===== src/rtl/gflow_pkg.sv =====
// Shared encodings and constants for the game flow sequencer and its countdown timer.
package gflow_pkg;

   localparam int TICK_CYCLES_DEFAULT = 1_000_000;
   localparam int SONG_TIME_W         = 16;

   localparam logic [2:0] ST_IDLE      = 3'd0;
   localparam logic [2:0] ST_COUNTDOWN = 3'd1;
   localparam logic [2:0] ST_PLAYING   = 3'd2;
   localparam logic [2:0] ST_PAUSED    = 3'd3;
   localparam logic [2:0] ST_FINISHED  = 3'd4;
   localparam logic [2:0] ST_RESUME    = 3'd5;

   typedef enum logic [2:0] {
      S_IDLE      = ST_IDLE,
      S_COUNTDOWN = ST_COUNTDOWN,
      S_PLAYING   = ST_PLAYING,
      S_PAUSED    = ST_PAUSED,
      S_FINISHED  = ST_FINISHED,
      S_RESUME    = ST_RESUME
   } gstate_e;

endpackage


===== src/rtl/countdown_timer.sv =====
// Seconds countdown built from a cycle prescaler and a tick counter; reloads on load,
// clears when run drops, and flags done on the cycle secs_left would step from 1 to 0.
module countdown_timer
   import gflow_pkg::*;
#(
   parameter int CYCLES_PER_TICK = TICK_CYCLES_DEFAULT,
   parameter int TICKS_PER_SEC   = 100,
   parameter int COUNT_SECS      = 3
) (
   input  logic       clk,
   input  logic       rst,
   input  logic       load,
   input  logic       run,
   output logic [1:0] secs_left,
   output logic       done
);

   localparam int CW = (CYCLES_PER_TICK > 1) ? $clog2(CYCLES_PER_TICK) : 1;
   localparam int TW = (TICKS_PER_SEC > 1) ? $clog2(TICKS_PER_SEC) : 1;

   logic [CW-1:0] cycle_cnt;
   logic [TW-1:0] sec_tick_cnt;
   logic          tick_wrap;
   logic          sec_wrap;

   assign tick_wrap = (cycle_cnt == CW'(CYCLES_PER_TICK - 1));
   assign sec_wrap  = tick_wrap && (sec_tick_cnt == TW'(TICKS_PER_SEC - 1));
   // secs_left is zero whenever idle, so done needs no separate enable
   assign done      = sec_wrap && (secs_left == 2'd1);

   always_ff @(posedge clk or posedge rst) begin
      if (rst) begin
         cycle_cnt    <= '0;
         sec_tick_cnt <= '0;
         secs_left    <= 2'd0;
      end else if (load) begin
         cycle_cnt    <= '0;
         sec_tick_cnt <= '0;
         secs_left    <= 2'(COUNT_SECS);
      end else if (!run || done) begin
         cycle_cnt    <= '0;
         sec_tick_cnt <= '0;
         secs_left    <= 2'd0;
      end else begin
         cycle_cnt <= tick_wrap ? '0 : cycle_cnt + 1'b1;
         if (tick_wrap) begin
            sec_tick_cnt <= sec_wrap ? '0 : sec_tick_cnt + 1'b1;
         end
         if (sec_wrap) begin
            secs_left <= secs_left - 2'd1;
         end
      end
   end

endmodule


===== src/rtl/game_flow_ctrl.sv =====
// Play-state sequencer driving the song timer's pause/reset from start/pause/stop buttons.
// Optional RESUME_COUNTDOWN_EN inserts a countdown between PAUSED and PLAYING.
module game_flow_ctrl
   import gflow_pkg::*;
#(
   parameter int CYCLES_PER_TICK = TICK_CYCLES_DEFAULT,
   parameter int TICKS_PER_SEC   = 100,
   parameter int COUNT_SECS      = 3
) (
   input  logic                   clk,
   input  logic                   reset,
   input  logic                   btn_start,
   input  logic                   btn_pause,
   input  logic                   btn_stop,
   input  logic [SONG_TIME_W-1:0] song_time,
   input  logic [SONG_TIME_W-1:0] song_length,
   output logic                   timer_pause,
   output logic                   timer_reset,
   output logic [2:0]             state,
   output logic [1:0]             countdown_val,
   output logic                   song_done
);

   gstate_e    state_q, state_d;
   logic [2:0] btn_prev;
   logic [2:0] press_q;
   logic       press_start, press_pause, press_stop;
   logic       cd_load, cd_run, cd_done;
   logic       song_end;

   // History starts at 1 so a button held through reset is not seen as a press
   always_ff @(posedge clk or posedge reset) begin
      if (reset) begin
         btn_prev <= 3'b111;
         press_q  <= 3'b000;
      end else begin
         btn_prev <= {btn_stop, btn_pause, btn_start};
         press_q  <= {btn_stop, btn_pause, btn_start} & ~btn_prev;
      end
   end

   assign press_start = press_q[0];
   assign press_pause = press_q[1];
   assign press_stop  = press_q[2];
   assign song_end    = (song_time >= song_length);

   always_ff @(posedge clk or posedge reset) begin
      if (reset) state_q <= S_IDLE;
      else       state_q <= state_d;
   end

   always_comb begin
      state_d = state_q;
      if (press_stop && state_q != S_IDLE) begin
         state_d = S_IDLE;
      end else begin
         case (state_q)
            S_IDLE:      if (press_start) state_d = S_COUNTDOWN;
            S_COUNTDOWN: if (cd_done) state_d = S_PLAYING;
            // Song end outranks a simultaneous pause press
            S_PLAYING: begin
               if (song_end)         state_d = S_FINISHED;
               else if (press_pause) state_d = S_PAUSED;
            end
`ifdef RESUME_COUNTDOWN_EN
            S_PAUSED:    if (press_pause) state_d = S_RESUME;
            S_RESUME: begin
               if (cd_done)          state_d = S_PLAYING;
               else if (press_pause) state_d = S_PAUSED;
            end
`else
            S_PAUSED:    if (press_pause) state_d = S_PLAYING;
`endif
            S_FINISHED:  if (press_start) state_d = S_COUNTDOWN;
            default:     state_d = S_IDLE;
         endcase
      end
   end

   assign cd_run  = (state_d == S_COUNTDOWN) || (state_d == S_RESUME);
   assign cd_load = cd_run && (state_d != state_q);

   countdown_timer #(
      .CYCLES_PER_TICK(CYCLES_PER_TICK),
      .TICKS_PER_SEC  (TICKS_PER_SEC),
      .COUNT_SECS     (COUNT_SECS)
   ) u_countdown (
      .clk      (clk),
      .rst      (reset),
      .load     (cd_load),
      .run      (cd_run),
      .secs_left(countdown_val),
      .done     (cd_done)
   );

   always_ff @(posedge clk or posedge reset) begin
      if (reset) begin
         timer_reset <= 1'b1;
         timer_pause <= 1'b1;
         song_done   <= 1'b0;
      end else begin
         timer_reset <= (state_d == S_IDLE) || (state_d == S_COUNTDOWN);
         timer_pause <= (state_d != S_PLAYING);
         song_done   <= (state_q == S_PLAYING) && (state_d == S_FINISHED);
      end
   end

   assign state = state_q;

endmodule


===== config.mk =====
export PLATFORM = sky130hd
export DESIGN_NAME = game_flow_ctrl
export DESIGN_NICKNAME = d
export VERILOG_FILES = /design/src/rtl/gflow_pkg.sv /design/src/rtl/countdown_timer.sv /design/src/rtl/game_flow_ctrl.sv
export SDC_FILE = /design/constraint.sdc
export NUM_CORES = 1
export LEC_CHECK = 0
export CORE_MARGIN = 4
export CORE_UTILIZATION = 52
export CTS_CLUSTER_SIZE = 25
export DETAILED_ROUTE_END_ITERATION = 8
export PLACE_DENSITY = 0.89
export RECOVER_POWER = 25
export REMOVE_ABC_BUFFERS = 1
export SYNTH_ARGS = -nofsm -noshare
export SYNTH_HDL_FRONTEND = slang
export SYNTH_SLANG_ARGS = --single-unit

===== constraint.sdc =====
create_clock -name clk -period 2.22 [get_ports clk]
set_clock_uncertainty 0.1 [all_clocks]
set_input_delay 0.444 -clock clk [delete_from_list [all_inputs] [get_ports clk]]
set_output_delay 0.444 -clock clk [all_outputs]
set_load 0.02 [all_outputs]

## Word level (Yosys, flattened, before mapping)

Cells that the tools add are included.

| word-level totals | value |
|---|---|
| bits in registers | 41 |
| input bits | 37 |
| word-level logic and storage cells | 59 |

| operators by class | value |
|---|---|
| $add $sub $neg | 3 |
| magnitude comparators | 1 |
| equality and inequality tests | 12 |
| multiplexer cells | 17 |
| bitwise gates (word level) | 2 |
| reduce and logical (&&, ||, !) cells | 15 |

Operator list:

| operator | count |
|---|---|
| $mux 20 | 3 |
| $mux 7 | 4 |
| $add 20x1->20 const B | 1 |
| $eq 20x20->1 const B | 1 |
| $mux 3 | 6 |
| $ge 16x16->1 | 1 |
| $pmux 3 s4 | 1 |
| $eq 3x3->1 const B | 3 |
| $reduce_bool 3->1 | 3 |
| $add 7x1->7 const B | 1 |
| $eq 7x7->1 const B | 1 |
| $eq 3x1->1 const B | 2 |
| $eq 3x2->1 const B | 2 |
| $logic_not 3->1 | 2 |
| $mux 2 | 3 |
| $logic_and 1x1->1 | 5 |
| $and 3x3->3 | 1 |
| $logic_or 1x1->1 | 3 |
| $ne 3x2->1 const B | 1 |
| $ne 3x3->1 | 1 |
| $not 3->3 | 1 |
| $eq 2x1->1 const B | 1 |
| $reduce_or 2->1 | 1 |
| $sub 2x1->2 const B | 1 |
| $logic_not 1->1 | 1 |

## Longest topological paths before layout

Gate-level depths: netlist of the first run.

| logic depth | value |
|---|---|
| depth in word-level cells | 12 |
| gate-level depth with buffers | 8 |
| gate-level depth less buffers | 8 |

## Cells and area by module

From an unflattened synthesis of the first run, not the netlist that was laid out.

| second synthesis, totals | value |
|---|---|
| cells, all modules | 267 |
| area, all modules | 2536.2 um2 |

Modules (own cells, without submodules):

| module | instances | cells each | area each (um2) | sequential area each (um2) |
|---|---|---|---|---|
| countdown_timer | 1 | 166 | 1569.0 | 725.7 |
| game_flow_ctrl | 1 | 101 | 967.2 | 306.5 |

## Worst setup path after synthesis of the first run

OpenSTA, ideal clock, no wires.

| path | value |
|---|---|
| kind | input port to flip-flop |
| from | input port song_length[11] |
| to | register timer_pause |
| arrival time | 1.966 ns |
| required time | 2.032 ns |
| setup slack | 0.066 ns |
| stages | 8 |
| buffers on the path | 0 |
| path through | inv_1 ha_1 a21oi_1 o21ai_0 a221oi_1 o31ai_1 o31a_1 or3b_1 |

| between the ends | value |
|---|---|
| cells in the longest elaborated chain, start to end | 5 |

Ends and longest elaborated chain:

| what | RTL line | text |
|---|---|---|
| from (decl) | game_flow_ctrl.sv:16 | `input logic [SONG_TIME_W-1:0] song_length,` |
| $ge 16x16->1 | game_flow_ctrl.sv:45 | `assign song_end = (song_time >= song_length);` |
| $mux 3 | game_flow_ctrl.sv:62 | `if (song_end) state_d = S_FINISHED;` |
| $pmux 3 s4 | game_flow_ctrl.sv:57 | `case (state_q)` |
| $mux 3 | game_flow_ctrl.sv:54 | `if (press_stop && state_q != S_IDLE) begin` |
| $ne 3x2->1 | game_flow_ctrl.sv:103 | `timer_pause <= (state_d != S_PLAYING);` |
| to (signal assigned) | game_flow_ctrl.sv:103 |  |
| to (decl) | game_flow_ctrl.sv:17 | `output logic timer_pause,` |

Every way passes these cells.
A chain may end at the register's enable or synchronous reset.

## Final worst setup path of the first run

| path | value |
|---|---|
| from | input port song_length[6] |
| to | register song_done |

| between the ends | value |
|---|---|
| cells in the longest elaborated chain, start to end | 6 |

Ends and longest elaborated chain:

| what | RTL line | text |
|---|---|---|
| $ge 16x16->1 | game_flow_ctrl.sv:45 |  |
| $mux 3 | game_flow_ctrl.sv:62 |  |
| $pmux 3 s4 | game_flow_ctrl.sv:57 |  |
| $mux 3 | game_flow_ctrl.sv:54 |  |
| $eq 3x3->1 | game_flow_ctrl.sv:104 | `song_done <= (state_q == S_PLAYING) && (state_d == S_FINISHED);` |
| $logic_and 1x1->1 | game_flow_ctrl.sv:104 |  |
| to (signal assigned) | game_flow_ctrl.sv:104 |  |
| to (decl) | game_flow_ctrl.sv:21 | `output logic song_done` |

Every way passes these cells.

==> impl_metrics.env, run 1 <==
export IMPL_status="complete, but fails checks"
export IMPL_violations="negative setup slack"
export IMPL_grt_max_degree=19
export IMPL_leakagePower_nw=1.523
export IMPL_maxSlewViolCount=0
export IMPL_grt_pass1_wl_um=10030
export IMPL_dieWidth_um=75.85
export IMPL_synth_top_cell_by_area="dfrtp_1"
export IMPL_viasPerCell=5.755
export IMPL_drc=0
export IMPL_synth_area_mm2=0.002394
export IMPL_start_util=0.5422
export IMPL_finalSetupViolCount=4
export IMPL_vdd_ir_drop_max_uv=393.0
export IMPL_area_growth_pct=38.94
export IMPL_die_area_mm2=0.005752
export IMPL_pwr_share_seq=0.440
export IMPL_root_buffer="clkbuf_8"
export IMPL_worst_pin_slew_ps=972.3
export IMPL_rows=24
export IMPL_synthMostInstantiatedCell="dfrtp_1"
export IMPL_cp_max_fo=3
export IMPL_tns_ps=-115.8
export IMPL_overflow=0
export IMPL_clock_sinks=41
export IMPL_fin_cells=364
export IMPL_antennaDiodeCount=0
export IMPL_ys_async_sr_fraction=1.000
export IMPL_hold_class="flop to flop"
export IMPL_ys_warn_count=0
export IMPL_crit_arrival_ps=2390
export IMPL_syn_inst=246
export IMPL_dp_cells=354
export IMPL_layout_setup_ws_ps=-31.79
export IMPL_clk_pin_slew_ps=80
export IMPL_p_int_w=0.001314
export IMPL_wire_per_inst_um=17.72
export IMPL_portBuffers=44
export IMPL_drive_gt1_frac=0.2692
export IMPL_h_tree_depth=2
export IMPL_clk_path_buf_depth=2
export IMPL_yosysSeqAreaShare=0.4313
export IMPL_design_area_mm2=0.003326
export IMPL_routed_wirelength_um=6450
export IMPL_swShare=0.3285
export IMPL_crit_type="primary input to flop"
export IMPL_drt_initial_drc_count=103
export IMPL_grt_pass1_vias=2183
export IMPL_fp_dieH_um=75.85
export IMPL_period_needed_ps=2252
export IMPL_final_hold_violation_count=0
export IMPL_drv_cap=0
export IMPL_antenna_left=0
export IMPL_ys_top_cells_by_count="36 x dfrtp_1, 29 x nor2_1, 21 x inv_1, 19 x ha_1, 17 x nand2_1"
export IMPL_vias=2095
export IMPL_max_freq_mhz=444.1
export IMPL_synth_area_top_cells="dfrtp_1 38%, ha_1 9.9%, dfstp_2 5.5%, xor2_1 5.1%, nor2_1 4.5%"
export IMPL_yosys_register_bits=41
export IMPL_io_pin_count=45
export IMPL_post_dp_cell_area_mm2=0.003000
export IMPL_start_kind="primary input"
export IMPL_synth_main_ff_cell="dfrtp_1"
export IMPL_required_ps=2350
export IMPL_insertion_delay_ps=300
export IMPL_dp_hpwl_um=4220
export IMPL_grt_usage=0.2365
export IMPL_cts_made_buffers=5
export IMPL_p_sw_w=0.0006427
export IMPL_core_area_mm2=0.004414
export IMPL_maxSlewHeadroom=0.3518
export IMPL_synth_edf_count=0
export IMPL_final_period_utilization=1.014
export IMPL_power_density_mw_per_mm2=588.3
export IMPL_synth_top_cell_area_share=0.3764
export IMPL_p_comb_frac=0.298
export IMPL_total_power_w=0.001957
export IMPL_syn_avg_cell_area_um2=9.730
export IMPL_crit_path_end_kind="flop"
export IMPL_cts_tree="built"
export IMPL_ys_types=49
export IMPL_nets=367
export IMPL_drtPass1Iterations=4
export IMPL_antenna_found_initial=0
export IMPL_power_share_clock=0.262
export IMPL_gp_congestion=0.8734
## metrics by stage
stage / hold slack, ps / utilization / worst slack, ps
final: 381.8 / 0.7534 / -31.79
after global routing: 403.8 / 0.7534 / -83.86
after CTS: 384.6 / 0.7361 / 2.434
after detailed placement: 376.0 / 0.6797 / -574.1
after global placement: 369.5 / 0.6797 / -471.7
after floorplan: 345.9 / - / 66.15
## sequential cells by signal, indices dropped and copies added, names as in the netlist
signal and flops:
btn_prev 3, press_q 3, song_done 1, state 3
timer_pause 1, timer_reset 1, u_countdown.cycle_cnt 20, u_countdown.sec_tick_cnt 7
u_countdown.secs_left 2
## power by group through the flow
stage / logic [W] / clock network [W] / registers (W)
floorplan: 0.000235 / 0 / 0.000884
global placement: 0.000477 / 0 / 0.000867
detailed placement: 0.000497 / 0 / 0.000871
CTS: 0.000534 / 0.000517 / 0.000857
global route: 0.000639 / 0.000561 / 0.000868
finish: 0.000583 / 0.000512 / 0.000861
## cell families (layout without fill, tap and decap cells)
group,after synthesis,in the layout,share of synthesized area
DFF,41,41,0.4313
adders and majority gates,19,19,0.09932
buffers and inverters,23,89,0.03973
muxes,2,2,0.008886
AOI/OAI and AO/OA,33,33,0.08678
and+or+nand+nor,110,110,0.2682
xor gates and xnor gates,18,18,0.06586
## critical path, stage by stage
cell and delay (ps):
clkdlybuf4s50_1 470, inv_1 80, ha_4 280, nand2_4 60
nor3_4 170, a21oi_2 100, o31ai_4 310, buf_4 160
and3_4 200, buf_4 110
## path summary, 6_finish.rpt
path | from | end | slack [ps] | cells after the start
worst max-delay path | song_length[6] | song_done$_DFF_PP0_ | -30 | 10
worst min-delay path | u_countdown.sec_tick_cnt[6]$_DFFE_PP0P_ | u_countdown.sec_tick_cnt[6]$_DFFE_PP0P_ | 380 | 1
worst max register to register | u_countdown.cycle_cnt[10]$_DFF_PP0_ | timer_pause$_DFF_PP1_ | 110 | 7
min in group asynchronous | reset | u_countdown.sec_tick_cnt[3]$_DFFE_PP0P_ | 480 | 2
worst min register to register | u_countdown.sec_tick_cnt[6]$_DFFE_PP0P_ | u_countdown.sec_tick_cnt[6]$_DFFE_PP0P_ | 380 | 1
max in group asynchronous | reset | u_countdown.cycle_cnt[17]$_DFF_PP0_ | 310 | 3
## repair_timing
item / in CTS / in global routing
setup buffers: 2 / 0
gates resized for setup: 57 / 21
hold buffers: 0 / 0
setup endpoints to repair: 6 / 6
pin swaps: 18 / 14
## routing by layer
layer / wire [um] / part of all wire / track usage
met3: 330 / 0.051 / 0.05277
met4: 248 / 0.038 / 0.08155
met1: 2474 / 0.38 / 0.2641
met5: 0 / 0 / 0
met2: 3397 / 0.53 / 0.4373
## layout make-up
| cell class | instances | area [um2] |
|---|---|---|
| clock buffer | 7 | 86.33 |
| clock inverter | 1 | 7.507 |
| fill | 304 | 1089 |
| inverter | 21 | 78.83 |
| multi-input combinational | 182 | 1521 |
| sequential | 41 | 1032 |
| tap | 52 | 65.06 |
| timing repair buffer | 60 | 534.3 |
## cell usage in the layout (no fill, tap or decap), types with 3 or more instances in the layout
cell type         n
dfrtp_1          36
nor2_1           28
dlygate4sd2_1    24
nand2_1          15
buf_4            15
xor2_1           14
nand3_1          13
clkdlybuf4s50_1  13
inv_1            11
ha_4             11
inv_2            10
a21oi_1           6
nor2b_1           6
clkbuf_8          6
nand4_1           5
and3_1            5
ha_1              5
dfstp_2           5
nand2b_1          4
a21oi_2           4
and3_2            4
xnor2_1           4
dlygate4sd3_1     4
nor4_1            3
nor3_1            3
and2b_2           3
a31oi_1           3
ha_2              3
dlymetal6s2s_1    3
(Power assumes the default switching activity.)
==> run 2, diff against run 1 <==
--- a/config.mk
+++ b/config.mk
@@ -6,10 +6,11 @@
 export NUM_CORES = 1
 export LEC_CHECK = 0
 export CORE_MARGIN = 4
-export CORE_UTILIZATION = 52
+export CORE_UTILIZATION = 57
 export CTS_CLUSTER_SIZE = 25
 export DETAILED_ROUTE_END_ITERATION = 8
-export PLACE_DENSITY = 0.89
+export DONT_BUFFER_PORTS = 1
+export PLACE_DENSITY = 0.81
 export RECOVER_POWER = 25
 export REMOVE_ABC_BUFFERS = 1
 export SYNTH_ARGS = -nofsm -noshare
==> impl_metrics.env, run 2 (same netlist as run 1, synthesis figures left out) <==
export IMPL_largest_reg_flops=20
export IMPL_grt_pass1_wl_um=7659
export IMPL_routed_wl_met3_um=222
export IMPL_required_ps=2320
export IMPL_antenna_found_initial=0
export IMPL_routed_wirelength_um=4486
export IMPL_rsz0062_at_grt="false"
export IMPL_p_sw_w=0.0005499
export IMPL_leakagePower_nw=1.286
export IMPL_crit_arrival_ps=2180
export IMPL_critPathMaxStageDelay_ps=420
export IMPL_nFillCells=307
export IMPL_power_density_mw_per_mm2=734.5
export IMPL_ff2ff_setup_slack_ps=140
export IMPL_register_area_mm2=0.001033
export IMPL_root_buffer="clkbuf_8"
export IMPL_reg2reg_depth=6
export IMPL_r2r_start="u_countdown.cycle_cnt[8]$_DFF_PP0_"
export IMPL_highest_layer="met4"
export IMPL_drv_cap=0
export IMPL_cp_top_family="simple AND/OR/NAND/NOR gates"
export IMPL_largestRegisters="u_countdown.cycle_cnt (20), u_countdown.sec_tick_cnt (7)"
export IMPL_startpoint="u_countdown.cycle_cnt[8]$_DFF_PP0_"
export IMPL_final_hold_violation_count=0
export IMPL_antenna_left=0
export IMPL_post_dp_cell_area_mm2=0.002520
export IMPL_h_tree_depth=2
export IMPL_swShare=0.2808
export IMPL_drtPass1Iterations=4
export IMPL_drt_initial_drc_count=59
export IMPL_start_kind="flop"
export IMPL_dp_hpwl_um=3335
export IMPL_start_util=0.5941
export IMPL_worst_pin_slew_ps=957.6
export IMPL_min_path_cells=0
export IMPL_hold_class="primary input to flop"
export IMPL_pwr_share_seq=0.448
export IMPL_io_pin_count=45
export IMPL_overflow=0
export IMPL_wire_per_inst_um=14.38
export IMPL_path_cells="nor4_2, nand2_2, or3_4, nor3_4, a41oi_1, a31oi_1"
export IMPL_clk_pin_slew_ps=80
export IMPL_critPathSlowestCell="dfrtp_1"
export IMPL_grt_max_degree=42
export IMPL_die_area_mm2=0.005300
export IMPL_total_power_w=0.001958
export IMPL_drc=0
export IMPL_core_area_mm2=0.004029
export IMPL_grt_usage=0.1877
export IMPL_clk_path_buf_depth=2
export IMPL_viasPerCell=5.625
export IMPL_final_period_utilization=0.9378
export IMPL_portBuffers=0
export IMPL_holdPathEnd="btn_prev[2]$_DFF_PP1_"
export IMPL_max_freq_mhz=480.3
export IMPL_insertion_delay_ps=290
export IMPL_worstHoldStart="btn_stop"
export IMPL_r2r_end="u_countdown.sec_tick_cnt[6]$_DFFE_PP0P_"
export IMPL_maxSlewHeadroom=0.3616
export IMPL_cts_made_buffers=5
export IMPL_gp_congestion=0.8130
export IMPL_vdd_ir_drop_max_uv=609.2
export IMPL_crit_path_end_kind="flop"
export IMPL_wl_met1_um=1870
export IMPL_crit_type="flop to flop"
export IMPL_p_comb_frac=0.192
export IMPL_drive_gt1_frac=0.1603
export IMPL_fp_dieH_um=72.80
export IMPL_dieWidth_um=72.80
export IMPL_maxSlewViolCount=0
export IMPL_p_int_w=0.001408
export IMPL_period_needed_ps=2082
export IMPL_nets=317
export IMPL_multi_input_area_mm2=0.001272
export IMPL_largest_register="u_countdown.cycle_cnt"
export IMPL_design_area_mm2=0.002666
export IMPL_critPathBufInv=0
export IMPL_dr_wl_met2_um=2340
export IMPL_most_common_layout_cells="35 x dfrtp_1, 29 x nor2_1, 21 x inv_1, 19 x ha_1, 17 x nand2_1"
export IMPL_clock_sinks=41
export IMPL_status="completed"
export IMPL_rows=23
export IMPL_cts_tree="built"
export IMPL_grt_pass1_vias=1777
export IMPL_layout_commonest_cell="dfrtp_1"
export IMPL_area_growth_pct=11.40
export IMPL_vias=1755
export IMPL_power_share_clock=0.360
export IMPL_cp_max_fo=7
export IMPL_antennaDiodeCount=0
export IMPL_finalSetupViolCount=0
## run 2: cell count changes in the layout (fill, tap and decap cells not counted), moves of 3 or more
cell	before	now
buf_4	15	8
dlymetal6s2s_1	3	0
ha_1	5	19
a21oi_1	6	11
dlygate4sd2_1	24	0
ha_4	11	0
clkdlybuf4s50_1	13	0
dlygate4sd3_1	4	0
inv_2	10	0
ha_2	3	0
o21ai_0	2	6
a21oi_2	4	0
inv_1	11	21
## run 2: cell type report
cell class	count	share of cell area
inverters	21	0.02956
well taps	50	0.02346
multi-input cells	182	0.4772
repair buffers	10	0.03191
flip-flops and latches	41	0.3876
clock inverters	3	0.02440
clock buffers	5	0.02581
## run 2: worst max-delay path by stage
stage                                                          to  depth (start not counted)
final                     u_countdown.sec_tick_cnt[6]$_DFFE_PP0P_                          6
after global routing      u_countdown.sec_tick_cnt[5]$_DFFE_PP0P_                          7
after CTS                 u_countdown.sec_tick_cnt[6]$_DFFE_PP0P_                          6
after detailed placement                    timer_pause$_DFF_PP1_                          8
after global placement                      timer_pause$_DFF_PP1_                          8
after floorplan                             timer_pause$_DFF_PP1_                          8
## run 2: what timing repair did
action                                  in CTS  in global routing
buffers inserted                             0                  1
endpoints found under the setup margin       0                  3
resized for setup                            0                  2
hold buffers                                 0                  0
## run 2: worst reg2reg max path: cells and delay by family, from the launching register on
| family | cells | cell delay (ps) |
|---|---|---|
| AND/OR/NAND/NOR | 4 | 1060 |
| flip-flops | 1 | 420 |
| AO/OA/AOI/OAI | 2 | 400 |
## run 2: metal layers
layer,up-vias,GRT usage
met1,822,0.2127
li1,884,-
met2,45,0.3267
met3,4,0.05372
met5,-,0
met4,0,0.08402
## run 2: through the flow
step	setup slack [ps]	hold slack, ps	instances	utilization	TNS [ps]
floorplan	66.15	345.9	244	-	0
global placement	9.055	348.6	303	0.6255	0
detailed placement	-52.08	348.6	303	0.6255	-52.08
CTS	2.027	27.98	311	0.6587	0
global route	34.31	23.24	312	0.6618	0
finish	138.1	38.54	312	0.6618	0
## run 2: power groups by stage
stage	registers (W)	logic (W)	clock network, W
6_report	0.000878	0.000375	0.000705
3_5_place_dp	0.000892	0.000380	0
2_1_floorplan	0.000884	0.000235	0
4_1_cts	0.000878	0.000381	0.000721
3_3_place_gp	0.000889	0.000368	0
5_1_grt	0.000890	0.000430	0.000746
==> run 3, diff against run 2 <==
--- a/config.mk
+++ b/config.mk
@@ -13,6 +13,7 @@
 export PLACE_DENSITY = 0.81
 export RECOVER_POWER = 25
 export REMOVE_ABC_BUFFERS = 1
+export SLEW_MARGIN = 10
 export SYNTH_ARGS = -nofsm -noshare
 export SYNTH_HDL_FRONTEND = slang
 export SYNTH_SLANG_ARGS = --single-unit
==> results of run 3 <==
Same layout as run 2: the final DEF is identical, and so are final timing and power.
